==> src/rtl/posit_decode_seq.sv <==
// Sequential posit decoder: captures one posit word, scans the regime run one bit per
// cycle, then extracts the sign, regime value k, exponent and hidden-one mantissa.
module posit_decode_seq #(
  parameter int N  = 8,
  parameter int es = 2,
  parameter int Bs = $clog2(N)
) (
  input  logic          clk,
  input  logic          rst_n,
  input  logic          start,
  input  logic [N-1:0]  in,
  output logic          busy,
  output logic          done,
  output logic          sign,
  output logic [Bs:0]   regime,
  output logic [es-1:0] exp,
  output logic [N-1:0]  mant,
  output logic          zero,
  output logic          inf
);

  typedef enum logic [2:0] {IDLE, LOAD, SCAN, EXTRACT, DONE} state_t;

  localparam logic [Bs-1:0] CNT_MAX = Bs'(N - 1);

  state_t         state, state_next;
  logic [N-2:0]   word;     // low bits suffice: two's complement of the low bits ignores the MSB
  logic           sign_q;
  logic [N-2:0]   sr;
  logic           rb;
  logic [Bs-1:0]  cnt;

  logic           accept, special, is_zero, is_nar, scan_go;
  logic [N-2:0]   abs_low, field;
  logic [Bs:0]    k_ext, regime_next;
  logic [es-1:0]  exp_next;
  logic [N-1:0]   mant_next;

  assign accept  = start && (state == IDLE || state == DONE);
  assign is_zero = (in == '0);
  assign is_nar  = (in == {1'b1, {(N-1){1'b0}}});
  assign special = is_zero || is_nar;
  assign scan_go = (cnt < CNT_MAX) && (sr[N-2] == rb);
  assign abs_low = sign_q ? (~word + (N-1)'(1)) : word;

  // After the scan, cnt equals the run length k; drop the terminator unless the run filled the word.
  assign field       = (cnt < CNT_MAX) ? {sr[N-3:0], 1'b0} : sr;
  assign k_ext       = {1'b0, cnt};
  assign regime_next = rb ? (k_ext - (Bs+1)'(1)) : (-k_ext);
  assign exp_next    = field[N-2 -: es];
  assign mant_next   = {1'b1, field[N-2-es:0], {es{1'b0}}};

  assign busy = (state == LOAD) || (state == SCAN) || (state == EXTRACT);
  assign done = (state == DONE);

  // NOTE: every variable written here gets a default first so no latch is inferred.
  always_comb begin
    state_next = state;
    unique case (state)
      IDLE:    if (accept) state_next = special ? DONE : LOAD;
      LOAD:    state_next = SCAN;
      SCAN:    if (!scan_go) state_next = EXTRACT;
      EXTRACT: state_next = DONE;
      DONE:    state_next = accept ? (special ? DONE : LOAD) : IDLE;
      default: state_next = IDLE;
    endcase
  end

  // NOTE: sequential state uses non-blocking assignments so all registers update together.
  always_ff @(posedge clk or negedge rst_n) begin
    if (!rst_n) begin
      state  <= IDLE;
      word   <= '0;
      sign_q <= 1'b0;
      sr     <= '0;
      rb     <= 1'b0;
      cnt    <= '0;
      sign   <= 1'b0;
      regime <= '0;
      exp    <= '0;
      mant   <= '0;
      zero   <= 1'b0;
      inf    <= 1'b0;
    end else begin
      state <= state_next;
      if (accept) begin
        word   <= in[N-2:0];
        sign_q <= in[N-1];
        if (special) begin
          sign   <= in[N-1];
          zero   <= is_zero;
          inf    <= is_nar;
          regime <= '0;
          exp    <= '0;
          mant   <= '0;
        end
      end
      unique case (state)
        LOAD: begin
          sr  <= abs_low;
          rb  <= abs_low[N-2];
          cnt <= '0;
        end
        SCAN: begin
          if (scan_go) begin
            sr  <= {sr[N-3:0], 1'b0};
            cnt <= cnt + Bs'(1);
          end
        end
        EXTRACT: begin
          sign   <= sign_q;
          zero   <= 1'b0;
          inf    <= 1'b0;
          regime <= regime_next;
          exp    <= exp_next;
          mant   <= mant_next;
        end
        default: ;
      endcase
    end
  end

endmodule

==> config.mk <==
export PLATFORM = sky130hd
export DESIGN_NAME = posit_decode_seq
export DESIGN_NICKNAME = d
export VERILOG_FILES = /design/src/rtl/posit_decode_seq.sv
export SDC_FILE = /design/constraint.sdc
export NUM_CORES = 1
export LEC_CHECK = 0
export CAP_MARGIN = 5
export CORE_MARGIN = 3
export CORE_UTILIZATION = 57
export DETAILED_ROUTE_END_ITERATION = 6
export PLACE_DENSITY = 0.94
export SLEW_MARGIN = 20
export SYNTH_ARGS = -nofsm -noshare
export SYNTH_HDL_FRONTEND = slang
export SYNTH_SLANG_ARGS = --single-unit
==> constraint.sdc <==
create_clock -name clk -period 2.4 [get_ports clk]
set_input_delay 0.48 -clock clk [delete_from_list [all_inputs] [get_ports clk]]
set_output_delay 0.48 -clock clk [all_outputs]
set_load 0.005 [all_outputs]
==> summary.txt, run 1 <==
Netlist cell types: 42
Die ar.: 4056 µm²
Fmax: 0.4759 GHz
Global-route wire length before repair: 6.630 mm
Hold/Removal Path Class: reg2reg
Hpwl dp: 2.784 mm
Maxcap violations: 0
Crit Path Max Fanout: 8
Post-CTS Resized: 0
Drt total wl: 3.811 mm
Number of port buffers: 27
Total gr overflow: 0
Sequential fraction of the synthesis area: 48.81%
Fin crit period: 2.101 ns
Comb pwr share: 44.1%
Clock network fraction of total power: 17.5%
Number of I/O pins: 30
Number of global-route vias before repair: 1441
Clk_skew: 0.007725 ns
Avg WL per Cell: 14.95 µm
N_diodes: 0
Max-slew violations: 0
Clock Path Buffers: 2
Layout cells sized above 1: 9.479%
# clock sinks: 37
Metal2 WL: 1.861 mm
H-Tree Depth: 2
Clock-pin slew on the worst setup and hold paths: 0.11 ns
Unrepaired setup endpoints after global routing: false
Psw: 1.143 mW
Area of the core: 3103 µm²
Most used DFF post-synth: dfrtp_1
Hold Fails Final Rpt: 0
Largest net degree at the start of global routing: 38
Outcome: completed
Top-count cell post-synth: dfrtp_1
Synth Area per Inst: 10.42 µm²
Dpl cell area: 2187 µm²
Worst vdd ir: 0.0005699 V
Placer Congestion: 0.8087
#FFs+latches synth: 37
Final ANT Viol Nets: 0
Final-stage net count: 224
Starting Density: 61.13%
Die Y: 63.69 µm
Slew HR: 60.37%
Pre-antenna DRT Iters: 4
Pwr dens: 1332 nW/µm²
Netlist Area Pre-Place: 1897 µm²
Synth warn: 0
Die width: 63.69 µm
Leak Pwr: 1.040 nW
Fin area: 2290 µm²
M1 wire length: 1.664 mm
Via Count: 1442
Tot Pwr: 3.050 mW
Top cell type's share of synthesized area: 48.81%
Synth top cells by count: 37 x dfrtp_1, 21 x nand2_1, 12 x mux2i_1, 12 x nor2_1, 11 x o2bb2ai_1
Worst setup SP type: flop
Synthesized instance count: 182
Met3 wire length: 198 µm
Clk_lat worst skew: 0.35 ns
Number of flops mapped to enable cells by yosys: 0
Antenna violations before repair: 0
CTS root buf: clkbuf_4
Final hold slack: 0.4971 ns
WS Path Type: reg2out
Sw frac: 37.48%
Leading area contributor after synthesis: dfrtp_1
Int Pwr: 1.907 mW
Row cnt: 20
CTS tree: built
GRT Util Overall: 20.93%
Final setup TNS: 0 ns
Reg power frac: 38.4%
Critical path required time: 1.92 ns
Post-CTS Hold Buffers: 0
Final setup viols: 0
CP Capture Type: primary output
Post-CTS Setup Inserts: 0
Worst-Margin Slew: 0.5926 ns
Cts bufs inserted: 5
Critical Path AT: 1.62 ns
Area Overhead vs Synth: 20.71%
Top routing layer used: met4
DR iter-0 viols: 82
Part of the cycle the worst path needs: 87.56%
Residual DRC: 0
Post-synth ARST share: 100.0%
Via density: 5.655
Synth top area cells: dfrtp_1 49%, mux2i_1 6.3%, o2bb2ai_1 5.1%, nand2_1 4.2%, xnor2_1 3.7%
-- power groups by stage --
stage / sequential, mW / combinational, mW / clock [mW]
finish: 1.17 / 1.35 / 0.534
global route: 1.22 / 1.49 / 0.573
CTS: 1.17 / 1.36 / 0.544
detailed placement: 1.18 / 1.35 / 0
global placement: 1.16 / 1.28 / 0
floorplan: 1.08 / 1.02 / 0
-- critical path: stages (launching register included) --
cell and delay, ns:
dfrtp_1 0.50, nor2_1 0.15, and2_1 0.14, clkdlybuf4s50_1 0.49
-- final timing paths --
path | start | to | slack [ns] | cells past startpoint
max | state[0]$_DFFE_PN0P_ | done | 0.30 | 3
min | mant[7]$_DFFE_PN0P_ | mant[7]$_DFFE_PN0P_ | 0.50 | 2
max reg2reg | state[0]$_DFFE_PN0P_ | sr[6]$_DFFE_PN0P_ | 0.65 | 3
min reg2reg | mant[7]$_DFFE_PN0P_ | mant[7]$_DFFE_PN0P_ | 0.50 | 2
max in group asynchronous | rst_n | word[3]$_DFFE_PN0P_ | 1.54 | 2
min in group asynchronous | rst_n | exp[0]$_DFFE_PN0P_ | 0.53 | 2
-- cells by family after synthesis --
kind of cell | after synthesis | share of synthesized area [%]
and+or+nand+nor | 59 | 16.03
AOI/OAI and AO/OA | 38 | 14.91
DFF | 37 | 48.81
buffers and inverters | 19 | 5.211
muxes | 16 | 8.707
xor gates and xnor gates | 9 | 4.156
adders and majority gates | 3 | 1.979
other | 1 | 0.1977
-- layer usage --
layer / up-vias / global-route usage, %
met5: - / 0
met4: 0 / 11.32
met3: 10 / 3.922
met2: 40 / 34.16
met1: 698 / 26.13
li1: 694 / -
-- final cells by class --
cell class                 instances  area, µm²
sequential                        37      925.9
multi-input combinational        127      875.8
fill                             240      813.3
timing repair buffer              31      300.3
clock inverter                     3      65.06
tap                               44      55.05
clock buffer                       5      37.54
inverter                           8      30.03
-- layout by cell type (no fill, tap or decap), types with 2 or more instances in the layout --
master           count
dfrtp_1             37
clkdlybuf4s50_1     27
nand2_1             21
nor2_1              12
mux2i_1             12
o2bb2ai_1           11
xnor2_1              8
inv_1                7
nand3_1              6
o21ai_0              6
o21ai_1              5
clkbuf_4             5
nor3_1               4
o31ai_1              4
buf_4                4
nor2b_1              3
nor3b_1              3
ha_1                 3
mux2_2               2
mux2_1               2
a22o_1               2
or3b_1               2
a41oi_1              2
a21oi_1              2
conb_1               2
bufinv_16            2
-- flip-flops by register name, indices dropped and copies added, names as in the netlist --
signal	cells
sr	7
word	7
mant	6
regime	4
cnt	3
state	3
exp	2
inf	1
rb	1
sign	1
sign_q	1
zero	1
-- metrics by stage --
| stage | util, % | instances | setup slack, ns |
|---|---|---|---|
| after CTS | 73.79 | 255 | 0.2859 |
| after detailed placement | 70.48 | 247 | 0.1909 |
| after floorplan | - | 183 | 0.8206 |
| after global placement | 70.48 | 247 | 0.2646 |
| after global routing | 73.79 | 255 | 0.1889 |
| final | 73.79 | 255 | 0.2985 |
Note: power is estimated with default switching activity, not from simulation.
==> inputs of run 2 (changes only) <==
Settings changed: GPL_TIMING_DRIVEN from default to 0.
==> run 2 against run 1 <==
- via count up 1.3%
- non-clock buffer count rose by 9
- clock skew grew 0.00083 ns
- first-iteration DRC count fell by 22%
- sequential share of layout area is 0.54 points lower
- global-route usage rose by 0.77 points
- worst setup slack got worse by 0.028 ns
- register-to-register slack worse by 0.07 ns
- die area is the same
==> summary.txt, run 2 (synthesis gave the netlist of run 1 again) <==
Avg WL per Cell: 14.36 µm
Worst r2r src: state[0]$_DFFE_PN0P_
Worst reg2reg setup slack: 0.58 ns
Hold Startpoint: mant[7]$_DFFE_PN0P_
Crit Path Max Fanout: 8
Buffers plus inverters on the worst setup path: 2
Most frequent cells in the layout: 37 x dfrtp_1, 26 x clkdlybuf4s50_1, 21 x nand2_1
Part of the cycle the worst path needs: 88.74%
Worst vdd ir: 0.0006214 V
Final-stage net count: 233
Most common cell after layout, fill and taps aside: dfrtp_1
CP top delay family: buffers and inverters
Antenna violations before repair: 0
Critical path required time: 1.92 ns
WS Path Type: reg2out
Post-CTS Setup Inserts: 0
Critical path, cell by cell: buf_2 > nor2_1 > and2_1 > clkdlybuf4s50_1
Unrepaired setup endpoints after global routing: false
WHS Endpoint: mant[7]$_DFFE_PN0P_
Delay of the slowest critical-path stage: 0.49 ns
Maxcap violations: 0
Fmax: 0.4695 GHz
Residual DRC: 0
Area of the core: 3103 µm²
Placer Congestion: 0.8179
Pwr dens: 1269 nW/µm²
Number of I/O pins: 30
Hold Fails Final Rpt: 0
Worst R2R Path Depth: 6
Clk_lat worst skew: 0.35 ns
Number of port buffers: 27
Slew HR: 61.08%
Final setup viols: 0
Number of global-route vias before repair: 1427
Via Count: 1461
Die width: 63.69 µm
Leak Pwr: 1.064 nW
Clock-pin slew on the worst setup and hold paths: 0.11 ns
Area Overhead vs Synth: 22.36%
Post-CTS Resized: 0
Clock Path Buffers: 2
CTS root buf: clkbuf_4
Max-slew violations: 0
DR iter-0 viols: 64
Final ANT Viol Nets: 0
GRT Util Overall: 21.70%
Layout cells sized above 1: 11.82%
Final setup TNS: 0 ns
FF-to-FF End: exp[0]$_DFFE_PN0P_
H-Tree Depth: 2
Crit path depth: 4
Die Y: 63.69 µm
CP Capture Type: primary output
Largest net degree at the start of global routing: 29
Fin crit period: 2.130 ns
Critical Path Slowest Stage Cell: clkdlybuf4s50_1
Critical Path AT: 1.65 ns
Via density: 5.534
Row cnt: 20
N_diodes: 0
Tot Pwr: 2.945 mW
Worst-Margin Slew: 0.5825 ns
Total gr overflow: 0
Die ar.: 4056 µm²
Outcome: completed
Global-route wire length before repair: 6.741 mm
Clk_skew: 0.008559 ns
Top Registers: sr: 7 flops, word: 7 flops, mant: 6 flops
CTS tree: built
Hold/Removal Path Class: reg2reg
Pre-antenna DRT Iters: 4
# clock sinks: 37
Cts bufs inserted: 5
Worst setup SP type: flop
Starting Density: 61.13%
Hold Crit Depth: 2
Hpwl dp: 2.785 mm
Drt total wl: 3.792 mm
-- run 2: changes by cell type in the layout (fill, tap and decap cells not counted), sizes merged --
cell,previous run,this run
buf,4,10
clkdlybuf4s50,27,26
bufinv,2,0
dlygate4sd3,0,1
clkbuf,5,10
-- run 2: repair_timing --
action,CTS,global route
setup endpoints to repair,0,0
hold buffers,1,0
hold endpoints to repair,9,0
-- run 2: worst max path at each step --
stage                               startpoint                 end  slack [ns]
after global routing      state[0]$_DFFE_PN0P_                done        0.18
after detailed placement                 start  exp[0]$_DFFE_PN0P_        0.17
final                     state[0]$_DFFE_PN0P_                done        0.27
after global placement                   rst_n    zero$_DFFE_PN0P_        0.04
after floorplan                          in[2]  exp[0]$_DFFE_PN0P_        0.82
after CTS                 state[0]$_DFFE_PN0P_                done        0.25
-- run 2: layer usage --
| metal | up-vias | share of wire, % | GRT usage (%) |
|---|---|---|---|
| li1 | 717 | - | - |
| met1 | 699 | 44 | 26.86 |
| met2 | 37 | 50 | 35.98 |
| met3 | 8 | 4.6 | 5.526 |
| met4 | 0 | 2.2 | 8.895 |
| met5 | - | 0 | 0 |
-- run 2: through the flow --
step / std cells / worst slack [ns] / instance area (µm²) / hold WS (ns) / util [%]
3_5_place_dp: 255 / 0.1673 / 2241 / 0.3626 / 72.22
4_1_cts: 264 / 0.2519 / 2321 / 0.4954 / 74.80
3_3_place_gp: 254 / 0.03718 / 2226 / 0.4650 / 71.73
6_report: 264 / 0.2702 / 2321 / 0.4872 / 74.80
5_1_grt: 264 / 0.1783 / 2321 / 0.5256 / 74.80
2_1_floorplan: 183 / 0.8206 / 1901 / 0.1844 / -
-- run 2: area by class of cell --
type | count | area [µm²]
clock inverters | 1 | 5.005
clock buffers | 7 | 65.06
repair buffers | 29 | 295.3
well taps | 44 | 55.05
fillers | 238 | 782.0
flip-flops and latches | 37 | 925.9
inverters | 8 | 30.03
multi-input cells | 127 | 875.8
plain buffers | 11 | 68.82
-- run 2: worst min-delay path: stages (launching register included) --
cell     delay (ns)
dfrtp_1        0.36
nand2_1        0.05
nand2_1        0.06
-- run 2: report_power, final --
part | internal [mW] | switching [mW] | leakage (nW)
Clock | 0.170 | 0.205 | 0.0413
Combinational | 0.750 | 0.705 | 0.558
Sequential | 0.881 | 0.235 | 0.464
Total | 1.80 | 1.15 | 1.06
==> inputs of run 3 (changes only) <==
Settings changed: CORE_UTILIZATION 57 to 35, PLACE_DENSITY 0.94 to 0.66.
==> run 3 against run 2 <==
- critical path depth unchanged
- clock power increased by 27%
- sequential cell count unchanged
- total power increased by 3.2%
==> summary.txt, run 3 (synthesis gave the netlist of run 1 again) <==
H-Tree Depth: 2
Top routing layer used: met4
Hold/Removal Path Class: in2async
Layout cells sized above 1: 11.87%
Drt total wl: 3.811 mm
Global-route wire length before repair: 6.548 mm
Area of the core: 5172 µm²
Starting Density: 36.67%
Number of port buffers: 27
Place WS: 0.1574 ns
Outcome: completed
Placer Congestion: 0.7414
Worst-Margin Slew: 0.5747 ns
Worst r2r src: state[0]$_DFFE_PN0P_
Most frequent cells in the layout: 37 x dfrtp_1, 26 x clkdlybuf4s50_1, 21 x nand2_1
Post-CTS Setup Inserts: 0
Critical path required time: 1.92 ns
DR iter-0 viols: 50
Final setup TNS: 0 ns
Row cnt: 26
GRT Util Overall: 13.50%
Most common cell after layout, fill and taps aside: dfrtp_1
Total gr overflow: 0
Pre-antenna DRT Iters: 4
M1 wire length: 1.810 mm
Number of I/O pins: 30
Final setup viols: 0
Final ANT Viol Nets: 0
Avg WL per Cell: 13.19 µm
Clk_lat worst skew: 0.29 ns
Area Overhead vs Synth: 25.20%
Slew HR: 61.60%
Leak Pwr: 1.072 nW
Metal2 WL: 1.739 mm
Crit Path Max Fanout: 8
Hold Fails Final Rpt: 0
Clock Path Buffers: 2
Worst vdd ir: 0.0007836 V
Worst R2R Path Depth: 6
Via Count: 1440
Crit path from: state[0]$_DFFE_PN0P_
FF-to-FF End: mant[3]$_DFFE_PN0P_
Post-CTS Resized: 0
Die width: 79.62 µm
CP endpoint: done
Largest net degree at the start of global routing: 26
Top Registers: sr: 7 flops, word: 7 flops, mant: 6 flops
Critical Path AT: 1.55 ns
WS Path Type: reg2out
Antenna violations before repair: 0
Hpwl dp: 2.845 mm
Residual DRC: 0
# clock sinks: 37
Post-CTS Hold Buffers: 0
Clk_skew: 0.005764 ns
CTS tree: built
Number of global-route vias before repair: 1394
Cts bufs inserted: 5
Clock-pin slew on the worst setup and hold paths: 0.07 ns
N_diodes: 0
CP Capture Type: primary output
Die Y: 79.62 µm
Via density: 4.983
Die ar.: 6339 µm²
Pwr dens: 1280 nW/µm²
Met3 wire length: 221 µm
Part of the cycle the worst path needs: 84.75%
Fin crit period: 2.034 ns
Worst reg2reg setup slack: 0.64 ns
Final-stage net count: 232
Unrepaired setup endpoints after global routing: false
Fmax: 0.4916 GHz
Final worst slack: 0.3660 ns
Worst setup SP type: flop
Maxcap violations: 0
Max-slew violations: 0
CTS root buf: clkbuf_8
==> run 3: area by class of cell <==
cell class / count / area (µm²)
Tap cell: 70 / 87.58
Fill cell: 470 / 2798
Inverter: 8 / 30.03
Clock buffer: 7 / 96.34
Timing Repair Buffer: 28 / 285.3
Buffer: 11 / 68.82
Sequential cell: 37 / 925.9
Clock inverter: 1 / 5.005
Multi-Input combinational cell: 127 / 875.8
==> run 3: worst min-delay path by stage <==
stage / to / slack (ns) / start
global route: mant[5]$_DFFE_PN0P_ / 0.09 / rst_n
floorplan: cnt[0]$_DFFE_PN0P_ / 0.18 / rst_n
CTS: exp[0]$_DFFE_PN0P_ / 0.08 / rst_n
finish: exp[0]$_DFFE_PN0P_ / 0.08 / rst_n
detailed placement: exp[0]$_DFFE_PN0P_ / 0.39 / rst_n
global placement: mant[7]$_DFFE_PN0P_ / 0.47 / mant[7]$_DFFE_PN0P_
==> run 3: per-layer routing <==
metal  vias up  GRT usage, %
li1        716             -
met5         -             0
met3         4         3.612
met4         0         4.811
met1       685         17.90
met2        35         21.12
==> run 3: worst max-delay path: stages (launching register included) <==
cell and delay [ns]:
dfrtp_1 0.36, buf_2 0.17, nor2_1 0.12, and2_1 0.13, clkdlybuf4s50_1 0.49
==> run 3: power by group <==
part / internal (mW) / switching, mW
Clock: 0.260 / 0.216
Sequential: 0.882 / 0.232
Combinational: 0.749 / 0.701
==> run 3: stage by stage <==
stage	area [µm²]	hold WS (ns)	cells	util, %	total power [mW]
after detailed placement	2273	0.3883	281	43.95	2.587
after floorplan	1901	0.1844	183	-	2.099
after global placement	2258	0.4700	280	43.66	2.546
after CTS	2375	0.07998	289	45.91	3.072
final	2375	0.07661	289	45.91	3.040
after global routing	2375	0.08684	289	45.91	3.318
